<file path="config.mk">
export PLATFORM = sky130hd
export DESIGN_NAME = axi_interconnect_crossbar_arbit_rr_lock
export DESIGN_NICKNAME = d
export VERILOG_FILES = /design/src/rtl/axi_interconnect_pkg.sv /design/src/rtl/axi_interconnect_crossbar_arbit_pick.sv /design/src/rtl/axi_interconnect_crossbar_arbit_rr_lock.sv
export SDC_FILE = /design/constraint.sdc
export NUM_CORES = 1
export LEC_CHECK = 0
export ABC_CLOCK_PERIOD_IN_PS = 2260
export CELL_PAD_IN_SITES_DETAIL_PLACEMENT = 1
export CELL_PAD_IN_SITES_GLOBAL_PLACEMENT = 1
export CORE_UTILIZATION = 32
export DETAILED_ROUTE_END_ITERATION = 10
export PLACE_DENSITY_LB_ADDON = 0.08
export REMOVE_ABC_BUFFERS = 1
export SLEW_MARGIN = 0
export SYNTH_ARGS = -nofsm -noshare
export SYNTH_HDL_FRONTEND = slang
export SYNTH_SLANG_ARGS = --single-unit
</file>
<file path="constraint.sdc">
create_clock -name clk -period 2.26 [get_ports clk]
set_input_delay 0.452 -clock clk [delete_from_list [all_inputs] [get_ports clk]]
set_output_delay 0.452 -clock clk [all_outputs]
set_load 0.03 [all_outputs]
</file>
<file path="src/rtl/axi_interconnect_pkg.sv">
// Shared constants, FSM encoding and the index-width helper for the crossbar arbiter.
`timescale 1ns/1ps
package axi_interconnect_pkg;

   localparam int ARB_MODE_RR  = 0;
   localparam int ARB_MODE_FIX = 1;

   typedef enum logic {
      ST_IDLE = 1'b0,
      ST_BUSY = 1'b1
   } arb_state_e;

   // Bits needed to hold the value v, never less than 1.
   function automatic int LOG2(input int v);
      int r;
      r = 1;
      for (int i = 1; i < 31; i++) begin
         if ((1 << i) <= v) r = i + 1;
      end
      return r;
   endfunction

endpackage

</file>
<file path="src/rtl/axi_interconnect_crossbar_arbit_pick.sv">
// Combinational winner selection: round-robin from last_user+1, or lowest index first.
`timescale 1ns/1ps
module axi_interconnect_crossbar_arbit_pick
   import axi_interconnect_pkg::*;
#(
   parameter int NUM   = 4,
   parameter int WIDTH = LOG2(NUM - 1),
   parameter int MODE  = ARB_MODE_RR
) (
   input  logic [NUM-1:0]   user_req,
   input  logic [WIDTH-1:0] last_user,
   output logic [NUM-1:0]   win_onehot,
   output logic [WIDTH-1:0] win_id
);

   logic [WIDTH:0]     start_idx;
   logic [NUM:0]       start_bit;
   logic [2*NUM-1:0]   req_dbl;
   logic [2*NUM-1:0]   gnt_dbl;
   logic [NUM-1:0]     rr_onehot;
   logic [NUM-1:0]     fix_onehot;

   // start_bit reaches 1<<NUM when last_user=NUM-1, which lands on bit 0 of the upper copy.
   assign start_idx  = {1'b0, last_user} + (WIDTH+1)'(1);
   assign start_bit  = (NUM+1)'(1) << start_idx;
   assign req_dbl    = {user_req, user_req};
   assign gnt_dbl    = req_dbl & ~(req_dbl - (2*NUM)'(start_bit));
   assign rr_onehot  = gnt_dbl[NUM-1:0] | gnt_dbl[2*NUM-1:NUM];
   assign fix_onehot = user_req & (~user_req + NUM'(1));
   assign win_onehot = (MODE == ARB_MODE_FIX) ? fix_onehot : rr_onehot;

   // NOTE: every variable driven in always_comb gets a default first, otherwise a latch is inferred.
   always_comb begin
      win_id = '0;
      for (int b = 0; b < WIDTH; b++) begin
         for (int i = 0; i < NUM; i++) begin
            if (i[b]) win_id[b] = win_id[b] | win_onehot[i];
         end
      end
   end

endmodule

</file>
<file path="src/rtl/axi_interconnect_crossbar_arbit_rr_lock.sv">
// Grant-locking arbiter for one crossbar slave port; zero-bubble hand-over on user_done.
// Optional watchdog forced release is built only when ARBIT_TIMEOUT_EN is defined.
`timescale 1ns/1ps
module axi_interconnect_crossbar_arbit_rr_lock
   import axi_interconnect_pkg::*;
#(
   parameter int NUM     = 4,
   parameter int WIDTH   = LOG2(NUM - 1),
   parameter int MODE    = ARB_MODE_RR,
   parameter int TIMEOUT = 256
) (
   input  logic             clk,
   input  logic             rst,
   input  logic [NUM-1:0]   user_req,
   input  logic             user_done,
   output logic             gnt_valid,
   output logic [NUM-1:0]   gnt_onehot,
   output logic [WIDTH-1:0] gnt_id,
   output logic [WIDTH-1:0] last_user,
   output logic             timeout_err,
   output logic [WIDTH-1:0] err_id
);

   arb_state_e       state_q;
   logic             gnt_valid_q;
   logic [NUM-1:0]   gnt_onehot_q;
   logic [WIDTH-1:0] gnt_id_q;
   logic [WIDTH-1:0] last_user_q;
   logic [WIDTH-1:0] arb_ptr_d;
   logic [NUM-1:0]   win_onehot;
   logic [WIDTH-1:0] win_id;
   logic             wd_fire;
   logic             release_d;

`ifdef ARBIT_TIMEOUT_EN
   localparam int WD_W = LOG2(TIMEOUT - 1);
   logic [WD_W-1:0]  wd_q;
   logic             timeout_err_q;
   logic [WIDTH-1:0] err_id_q;

   assign wd_fire     = (state_q == ST_BUSY) && !user_done && (wd_q == WD_W'(TIMEOUT - 1));
   assign timeout_err = timeout_err_q;
   assign err_id      = err_id_q;
`else
   assign wd_fire     = 1'b0;
   assign timeout_err = 1'b0;
   assign err_id      = '0;
`endif

   // On release the pointer must already reflect the outgoing holder, so arbitrate from gnt_id.
   assign release_d = (state_q == ST_BUSY) && (user_done || wd_fire);
   assign arb_ptr_d = (state_q == ST_BUSY) ? gnt_id_q : last_user_q;

   axi_interconnect_crossbar_arbit_pick #(
      .NUM   (NUM),
      .WIDTH (WIDTH),
      .MODE  (MODE)
   ) u_pick (
      .user_req   (user_req),
      .last_user  (arb_ptr_d),
      .win_onehot (win_onehot),
      .win_id     (win_id)
   );

   // NOTE: sequential state uses non-blocking assignments so every register samples pre-edge values.
   always_ff @(posedge clk) begin
      if (rst) begin
         state_q      <= ST_IDLE;
         gnt_valid_q  <= 1'b0;
         gnt_onehot_q <= '0;
         gnt_id_q     <= '0;
         last_user_q  <= WIDTH'(NUM - 1);
`ifdef ARBIT_TIMEOUT_EN
         wd_q          <= '0;
         timeout_err_q <= 1'b0;
         err_id_q      <= '0;
`endif
      end else begin
`ifdef ARBIT_TIMEOUT_EN
         timeout_err_q <= 1'b0;
`endif
         case (state_q)
            ST_IDLE: begin
               if (|user_req) begin
                  state_q      <= ST_BUSY;
                  gnt_valid_q  <= 1'b1;
                  gnt_onehot_q <= win_onehot;
                  gnt_id_q     <= win_id;
`ifdef ARBIT_TIMEOUT_EN
                  wd_q         <= '0;
`endif
               end
            end
            ST_BUSY: begin
               if (release_d) begin
                  last_user_q <= gnt_id_q;
`ifdef ARBIT_TIMEOUT_EN
                  if (wd_fire) begin
                     timeout_err_q <= 1'b1;
                     err_id_q      <= gnt_id_q;
                  end
`endif
                  if (|user_req) begin
                     gnt_onehot_q <= win_onehot;
                     gnt_id_q     <= win_id;
`ifdef ARBIT_TIMEOUT_EN
                     wd_q         <= '0;
`endif
                  end else begin
                     state_q      <= ST_IDLE;
                     gnt_valid_q  <= 1'b0;
                     gnt_onehot_q <= '0;
                  end
               end
`ifdef ARBIT_TIMEOUT_EN
               else begin
                  wd_q <= wd_q + WD_W'(1);
               end
`endif
            end
            default: state_q <= ST_IDLE;
         endcase
      end
   end

   assign gnt_valid  = gnt_valid_q;
   assign gnt_onehot = gnt_onehot_q;
   assign gnt_id     = gnt_id_q;
   assign last_user  = last_user_q;

endmodule

</file>
# Yosys cells after proc, flatten, opt, wreduce, memory -nomap -nowiden
# Cells that the tools add are included.
[totals]
regBits = 10
in_bits = 7
out_inout_bits = 12
wordCells = 37
[classes]
add_sub_neg = 2
n_eq_ne = 3
n_shift = 1
muxes = 15
n_bitwise = 6
reduce_logical = 5
[ops]
columns = ["cell", "n"]
rows = [
  ["4-bit 2-to-1 mux", 3],
  ["8-bit bitwise AND", 1],
  ["8-bit NOT", 1],
  ["4-bit one-hot mux with 2 select lines", 1],
  ["8-bit by 5-bit subtractor with 8-bit output", 1],
  ["2-bit 2-to-1 mux", 3],
  ["1-bit 2-to-1 mux", 5],
  ["1-bit by 3-bit << shifter with 5-bit output (first input constant)", 1],
  ["2-bit inequality test (second input constant)", 2],
  ["4-bit OR", 1],
  ["1-bit one-hot mux with 2 select lines", 2],
  ["2-bit one-hot mux with 2 select lines", 1],
  ["2-bit AND reduction", 2],
  ["4-bit OR reduction", 1],
  ["2-bit by 1-bit adder with 3-bit output (second input constant)", 1],
  ["3-bit AND reduction", 1],
  ["2-bit by 1-bit inequality test with 1-bit output (second input constant)", 1],
  ["1-bit OR", 2],
  ["1-bit logical AND", 1],
  ["1-bit NOT", 1],
]

# Logic depth before layout (Yosys ltp)
# Gate-level depths: netlist of run 1.
[logic_depth]
ltp_word = 11
ltp_mapped = 10

# Hierarchy
# From an unflattened synthesis of run 1, not the netlist that was laid out.
[hier_totals]
cells_unflattened = 90
area_unflattened_um2 = 723.2
[by_module_without_submodules]
columns = ["module", "instances", "cells_each", "area_each_um2", "seq_area_each_um2"]
rows = [
  ["axi_interconnect_crossbar_arbit_rr_lock", 1, 54, 469.2, 200.2],
  ["axi_interconnect_crossbar_arbit_pick", 1, 36, 254.0, 0.0],
]

# Worst setup path before layout of run 1
# OpenSTA, ideal clock, no wires.
[synth_timing]
path_kind = "register -> register"
start = "register gnt_id_q[0], in the netlist gnt_id[0]"
end = "register gnt_id_q[1], in the netlist gnt_id[1]"
t_arrival_ps = 1904
slack_ps = 231
stages_incl_launch_ff = 10
path_cell_list = "dfxtp_1 -> nor2_1 -> a21oi_1 -> inv_1 -> fa_1 -> nand2b_1 -> a21oi_1 -> o311ai_0 -> nand3_1 -> a31oi_1"
[synth_between]
elab_chain_len = 11
[synth_rtl]
columns = ["element", "line", "text"]
rows = [
  ["from (decl)", "axi_interconnect_crossbar_arbit_rr_lock.sv:27", "logic [WIDTH-1:0] gnt_id_q;"],
  ["from (signal assigned)", "axi_interconnect_crossbar_arbit_rr_lock.sv:88", "gnt_id_q <= win_id;"],
  ["from (signal assigned)", "axi_interconnect_crossbar_arbit_rr_lock.sv:105", "gnt_id_q <= win_id;"],
  ["2-bit 2-to-1 mux *", "axi_interconnect_crossbar_arbit_rr_lock.sv:52", "assign arb_ptr_d = (state_q == ST_BUSY) ? gnt_id_q : last_user_q;"],
  ["2-bit by 1-bit adder with 3-bit output *", "axi_interconnect_crossbar_arbit_pick.sv:24", "assign start_idx = {1'b0, last_user} + (WIDTH+1)'(1);"],
  ["1-bit by 3-bit << shifter with 5-bit output *", "axi_interconnect_crossbar_arbit_pick.sv:25", "assign start_bit = (NUM+1)'(1) << start_idx;"],
  ["8-bit by 5-bit subtractor with 8-bit output *", "axi_interconnect_crossbar_arbit_pick.sv:27", "assign gnt_dbl = req_dbl & ~(req_dbl - (2*NUM)'(start_bit));"],
  ["8-bit NOT *", "axi_interconnect_crossbar_arbit_pick.sv:27", ""],
  ["8-bit bitwise AND *", "axi_interconnect_crossbar_arbit_pick.sv:27", ""],
  ["4-bit OR *", "axi_interconnect_crossbar_arbit_pick.sv:28", "assign rr_onehot = gnt_dbl[NUM-1:0] | gnt_dbl[2*NUM-1:NUM];"],
  ["1-bit OR *", "axi_interconnect_crossbar_arbit_pick.sv:37", "if (i[b]) win_id[b] = win_id[b] | win_onehot[i];"],
  ["2-bit 2-to-1 mux *", "axi_interconnect_crossbar_arbit_rr_lock.sv:84, axi_interconnect_crossbar_arbit_rr_lock.sv:103", ""],
  ["2-bit 2-to-1 mux", "axi_interconnect_crossbar_arbit_rr_lock.sv:95", "if (release_d) begin"],
  ["2-bit one-hot mux with 2 select lines *", "axi_interconnect_crossbar_arbit_rr_lock.sv:82", "case (state_q)"],
]
# Every way passes the cells marked *; elsewhere a longest branch is shown, timed or not. The select of a mux whose other input is x is not followed.
# A chain may end at the register's enable or synchronous reset.

# Final worst setup path of run 1
[layout_timing]
start = "register gnt_id_q[1], in the netlist gnt_id[1]"
end = "register gnt_id_q[0], in the netlist gnt_id[0]"
# The elaborated chain is that of the path after synthesis.

==> results of run 1 <==
what timing repair did:
item,CTS,global route
setup endpoints to repair,0,4
hold endpoints to repair,0,0
resized for setup,0,3
final cells by class:
| class | count | area (µm²) |
|---|---|---|
| fillers | 271 | 1023 |
| multi-input cells | 66 | 421.7 |
| repair buffers | 25 | 225.2 |
| flip-flops and latches | 10 | 202.7 |
| clock buffers | 4 | 36.28 |
| well taps | 27 | 33.78 |
| inverters | 5 | 18.77 |
power by group:
| group | leakage (µW) | internal, µW | switching, µW |
|---|---|---|---|
| clock | 0.0000210 | 98.0 | 70.3 |
| sequential | 0.0000826 | 194 | 13.1 |
| combinational | 0.000281 | 112 | 136 |
| total | 0.000384 | 404 | 219 |
worst paths after layout:
path,from,end,slack (ns),depth (start not counted)
setup reg to reg,gnt_id[1]$_SDFFE_PP0P_,gnt_id[0]$_SDFFE_PP0P_,0.21,7
hold reg to reg,gnt_onehot[0]$_SDFFE_PP0P_,gnt_onehot[0]$_SDFFE_PP0P_,0.47,2
setup / recovery,gnt_id[1]$_SDFFE_PP0P_,gnt_id[0]$_SDFFE_PP0P_,0.21,7
hold / removal,gnt_onehot[0]$_SDFFE_PP0P_,gnt_onehot[0]$_SDFFE_PP0P_,0.47,2
through the flow:
stage	setup TNS [ns]	area [µm²]
2_1_floorplan	0	639.4
3_3_place_gp	0	898.4
3_5_place_dp	-0.04276	898.4
4_1_cts	0	934.6
5_1_grt	0	938.4
6_report	0	938.4
kinds of logic after synthesis:
family          count (synthesis)  share of synthesized area [%]
buf+inv                        10                          8.113
simple gates                   33                          23.77
fa+ha+maj                       5                          10.57
compound gates                 24                          26.80
other cells                     1                         0.5655
flops                          10                          30.19
sequential cells by signal, indices dropped and copies added (netlist names):
register    flops
gnt_id          2
gnt_onehot      4
state_q         1
gnt_valid       1
last_user       2
layout by cell type (no fill, tap or decap), types with 3 or more instances in the layout:
master	instances
nand3_1	3
inv_1	5
a21oi_2	3
nor2_1	11
a21oi_1	4
nand2_1	10
a31oi_1	5
dfxtp_1	8
conb_1	4
clkdlybuf4s50_1	15
ha_1	4
clkbuf_4	3
a211o_1	3
buf_4	10
worst max-delay path, delay by kind of cell, from the launching register on:
kind,cells,cell delay [ns]
buf+inv,1,0.15
fa+ha+maj,1,0.30
compound gates,4,1.06
simple gates,1,0.16
flops,1,0.32
layer usage:
metal	up-vias	track usage, %	routed length [µm]
met5	-	0	0
met4	0	10.86	38
met3	4	5.660	78
met2	15	25.48	763
met1	316	24.55	878
li1	341	-	-
==> flow_summary.ini, run 1 <==
[run_status]
status = complete, no violations

[cts]
clkTransAtPathRegs_ns = 0.07
cts_max_level = 1
insertion_delay_ns = 0.27
numCtsBuffers = 3
clock-sinks = 10
hold_buffers = 0
root_buffer = clkbuf_4
post-cts-setup-buffers = 0
cts.path.max_buffers = 2
cts_tree = done

[placement]
placedCellCount = 133
dp_worst_setup_slack_ns = -0.02329
gp_congestion = 0.8976
post-dp-hpwl_um = 1375
io_buffers = 15

[synth]
synth_ff_type = dfxtp_1
ys_ff_latch = 10
synth_common_cells = nor2_1, dfxtp_1, nand2_1
synth-edff-count = 0
seq_area_frac_synth_pct = 30.19
synthArstFlopShare_pct = 0
yosysUniqueCellTypes = 28
synth_cells = 83
synthTopCellsByArea = dfxtp_1, ha_1, nor2_1, nand2_1, a31oi_1
netlist_area_um2 = 663.1
yosys.cell_count.top_type = nor2_1
syn_area_per_cell_um2 = 7.990
synth_top_area_share_pct = 30.19
yosysWarnings = 0
synth_area_leader_cell = dfxtp_1

[run]
maxCapViolCount = 0

[die]
core_area_um2 = 1962
die_height_um = 47.52
rows = 16
die_area_um2 = 2258
start_util_pct = 33.80
boundaryPins = 19
fp.dieW_um = 47.52

[grt]
grt_pass1_wl_um = 2760
antenna_found_initial = 0
grt-ovfl-total = 0
grt_max_degree = 11
grt_pass1_vias = 612
grt.total_usage_pct = 18.29

[timing]
rsz0062_at_grt = no
skew_ns = 0.003532
hold_ws_ns = 0.4727
hold_violations = 0
max_freq_mhz = 487.8
drv_slew = 0
final-setup-viol-count = 0
fin_ws_ns = 0.2101
finalCritPeriodShare_pct = 90.71
finalCriticalPeriod_ns = 2.050

[critical_path]
crit_top_cell = a31oi_1
crit_path_max_fanout = 5
path_class = flop to flop
crit_slowest_cell = a2111oi_1
crit_chain = buf_4 -> a31oi_1 -> ha_1 -> a2111oi_1 -> a211o_1 -> nand3_1 -> a31oi_1
crit_required_ns = 2.46
crit_arrival_ns = 2.25
start_kind = flop
crit_path_end_kind = flop
worst_path_largest_cell_delay_ns = 0.44

[routing]
wirelength_um = 1758
avgRoutedWirePerCell_um = 12.83
dr.first_iter.drc_count = 3
vias = 676
first_pass_iters = 2
drtAntennaViolNets = 0
avgViaCountPerCell = 4.934
drt_drc_violations_left = 0

[final_layout]
antenna-diode-count = 0
fin_util_pct = 47.83
fin_cells = 137
post_route_cells_drive_above_1_share_pct = 20.00
syn2layout_area_growth_pct = 41.51
nets = 123

[power]
ir_worst_vdd_v = 0.0004685
p_per_area_nw_per_um2 = 663.8
p_leak_uw = 0.0003844
power.total_uw = 623.0

[hold_path]
hold_path_class = flop to flop
No activity file was read; power rests on OpenSTA's default activity.
==> inputs of run 2 (changes only) <==
- CORE_MARGIN: default -> 5
- PLACE_DENSITY: default -> 0.86
- PLACE_DENSITY_LB_ADDON: 0.08 -> default
==> run 2 against run 1 <==
Critical path depth increased by 2; worst setup slack about the same; largest power group unchanged; clock skew decreased by 0.0021 ns; routed wire length increased by 4.4%; combinational power decreased by 8.5%; sequential power increased by 2%; power decreased by 3.5%; final cell count decreased by 2.9%; first-iteration DRC count increased by 100%; largest cell class unchanged.
==> flow_summary.ini, run 2 (same netlist as run 1, synthesis figures left out) <==
[grt]
grt_busiest_layer = met2
globalRouteMet2Util_pct = 23.31
grt-ovfl-total = 0
grt_max_degree = 11
grtUsageMet3_pct = 5.128
met1_usage_pct = 13.89
grt.total_usage_pct = 12.90
grt_pass1_vias = 697
antenna_found_initial = 0
grt_pass1_wl_um = 3167

[routing]
avgViaCountPerCell = 5.015
drtAntennaViolNets = 0
drt_drc_violations_left = 0
dr.first_iter.drc_count = 6
avgRoutedWirePerCell_um = 13.80
vias = 667
wirelength_um = 1836
first_pass_iters = 3

[power]
power.total_uw = 601.3
ir_worst_vdd_v = 0.0003413
p_leak_uw = 0.0003652
p_per_area_nw_per_um2 = 662.8

[cts]
insertion_delay_ns = 0.27
root_buffer = clkbuf_4
clock-sinks = 10
post-cts-setup-buffers = 0
clkTransAtPathRegs_ns = 0.07
numCtsBuffers = 3
cts.path.max_buffers = 2
cts_tree = done
hold_buffers = 0
cts_max_level = 1

[final_layout]
largest_reg_flops = 4
ff_latch_area_um2 = 202.7
final_cell_mix = clkdlybuf4s50_1, nor2_1, nand2_1
post_route_cells_drive_above_1_share_pct = 16.98
syn2layout_area_growth_pct = 36.79
stdcell_area_um2 = 907.1
nets = 119
layout_commonest_cell = clkdlybuf4s50_1
antenna-diode-count = 0
nFillCells = 271
multi_input_area_um2 = 420.4

[timing]
max_freq_mhz = 487.8
finalCritPeriodShare_pct = 90.71
rsz0062_at_grt = no
drv_slew = 0
skew_ns = 0.001475
hold_violations = 0
final-setup-viol-count = 0
finalCriticalPeriod_ns = 2.050

[die]
die_area_um2 = 3082
start_util_pct = 33.80
fp.dieW_um = 55.52
die_height_um = 55.52
rows = 16
boundaryPins = 19
core_area_um2 = 1962

[critical_path]
start_kind = flop
path_class = flop to flop
reg2reg_slack_ns = 0.21
crit_arrival_ns = 2.19
crit_path_max_fanout = 6
crit_required_ns = 2.40
crit_path_end_kind = flop

[placement]
post-dp-hpwl_um = 1520
io_buffers = 15
place_area_um2 = 868.3
gp_congestion = 0.8355

[hold_path]
hold_path_class = flop to flop

[run]
maxCapViolCount = 0

[run_status]
status = complete, no violations
-- run 2: cell count changes in the layout (fill, tap and decap cells not counted), sizes merged --
| cell | change |
|---|---|
| buf | -4 |
-- run 2: power breakdown --
group / internal, µW / leakage [µW] / switching [µW]
logic: 97.6 / 0.000261 / 129
clock network: 98.0 / 0.0000210 / 64.8
registers: 194 / 0.0000832 / 17.6
-- run 2: stage by stage --
stage	setup TNS, ns	hold WS, ns	worst slack [ns]	util (%)	instances
2_1_floorplan	0	0.5144	0.2308	-	81
3_3_place_gp	0	0.4408	0.02488	44.26	129
3_5_place_dp	-0.06757	0.4672	-0.04706	44.26	129
4_1_cts	0	0.4775	0.1245	46.11	133
5_1_grt	0	0.5040	0.003681	46.24	133
6_report	0	0.4639	0.2099	46.24	133
-- run 2: final cells by class --
cell class	count	area share, %
timing repair buffer	21	21.52
multi-input combinational	66	46.34
inverter	5	2.069
clock buffer	4	4.000
sequential	10	22.34
tap	27	3.724
-- run 2: layer usage --
layer	up-vias	wire (µm)
met5	-	0
met4	0	10
met3	3	96
met2	14	928
met1	312	800
li1	338	-
-- run 2: repair_timing --
action / in CTS / in global routing
gates resized for setup: 0 / 2
hold endpoints to repair: 0 / 0
setup endpoints to repair: 0 / 3
-- run 2: path summary, 6_finish.rpt --
kind	start	cells past startpoint	endpoint
setup reg to reg	last_user[0]$_SDFFE_PP1P_	9	gnt_id[1]$_SDFFE_PP0P_
hold / removal	gnt_onehot[0]$_SDFFE_PP0P_	2	gnt_onehot[0]$_SDFFE_PP0P_
setup / recovery	last_user[0]$_SDFFE_PP1P_	9	gnt_id[1]$_SDFFE_PP0P_
hold reg to reg	gnt_onehot[0]$_SDFFE_PP0P_	2	gnt_onehot[0]$_SDFFE_PP0P_
-- run 2: critical path, cell delays in order (launching register included) --
cell and delay [ns]:
dfxtp_1 0.42, nor3_1 0.09, a21oi_1 0.18, inv_1 0.08, fa_1 0.40, nand2b_1 0.19, a21oi_1 0.20, o311ai_0 0.13
nand3_1 0.14, a31oi_1 0.08
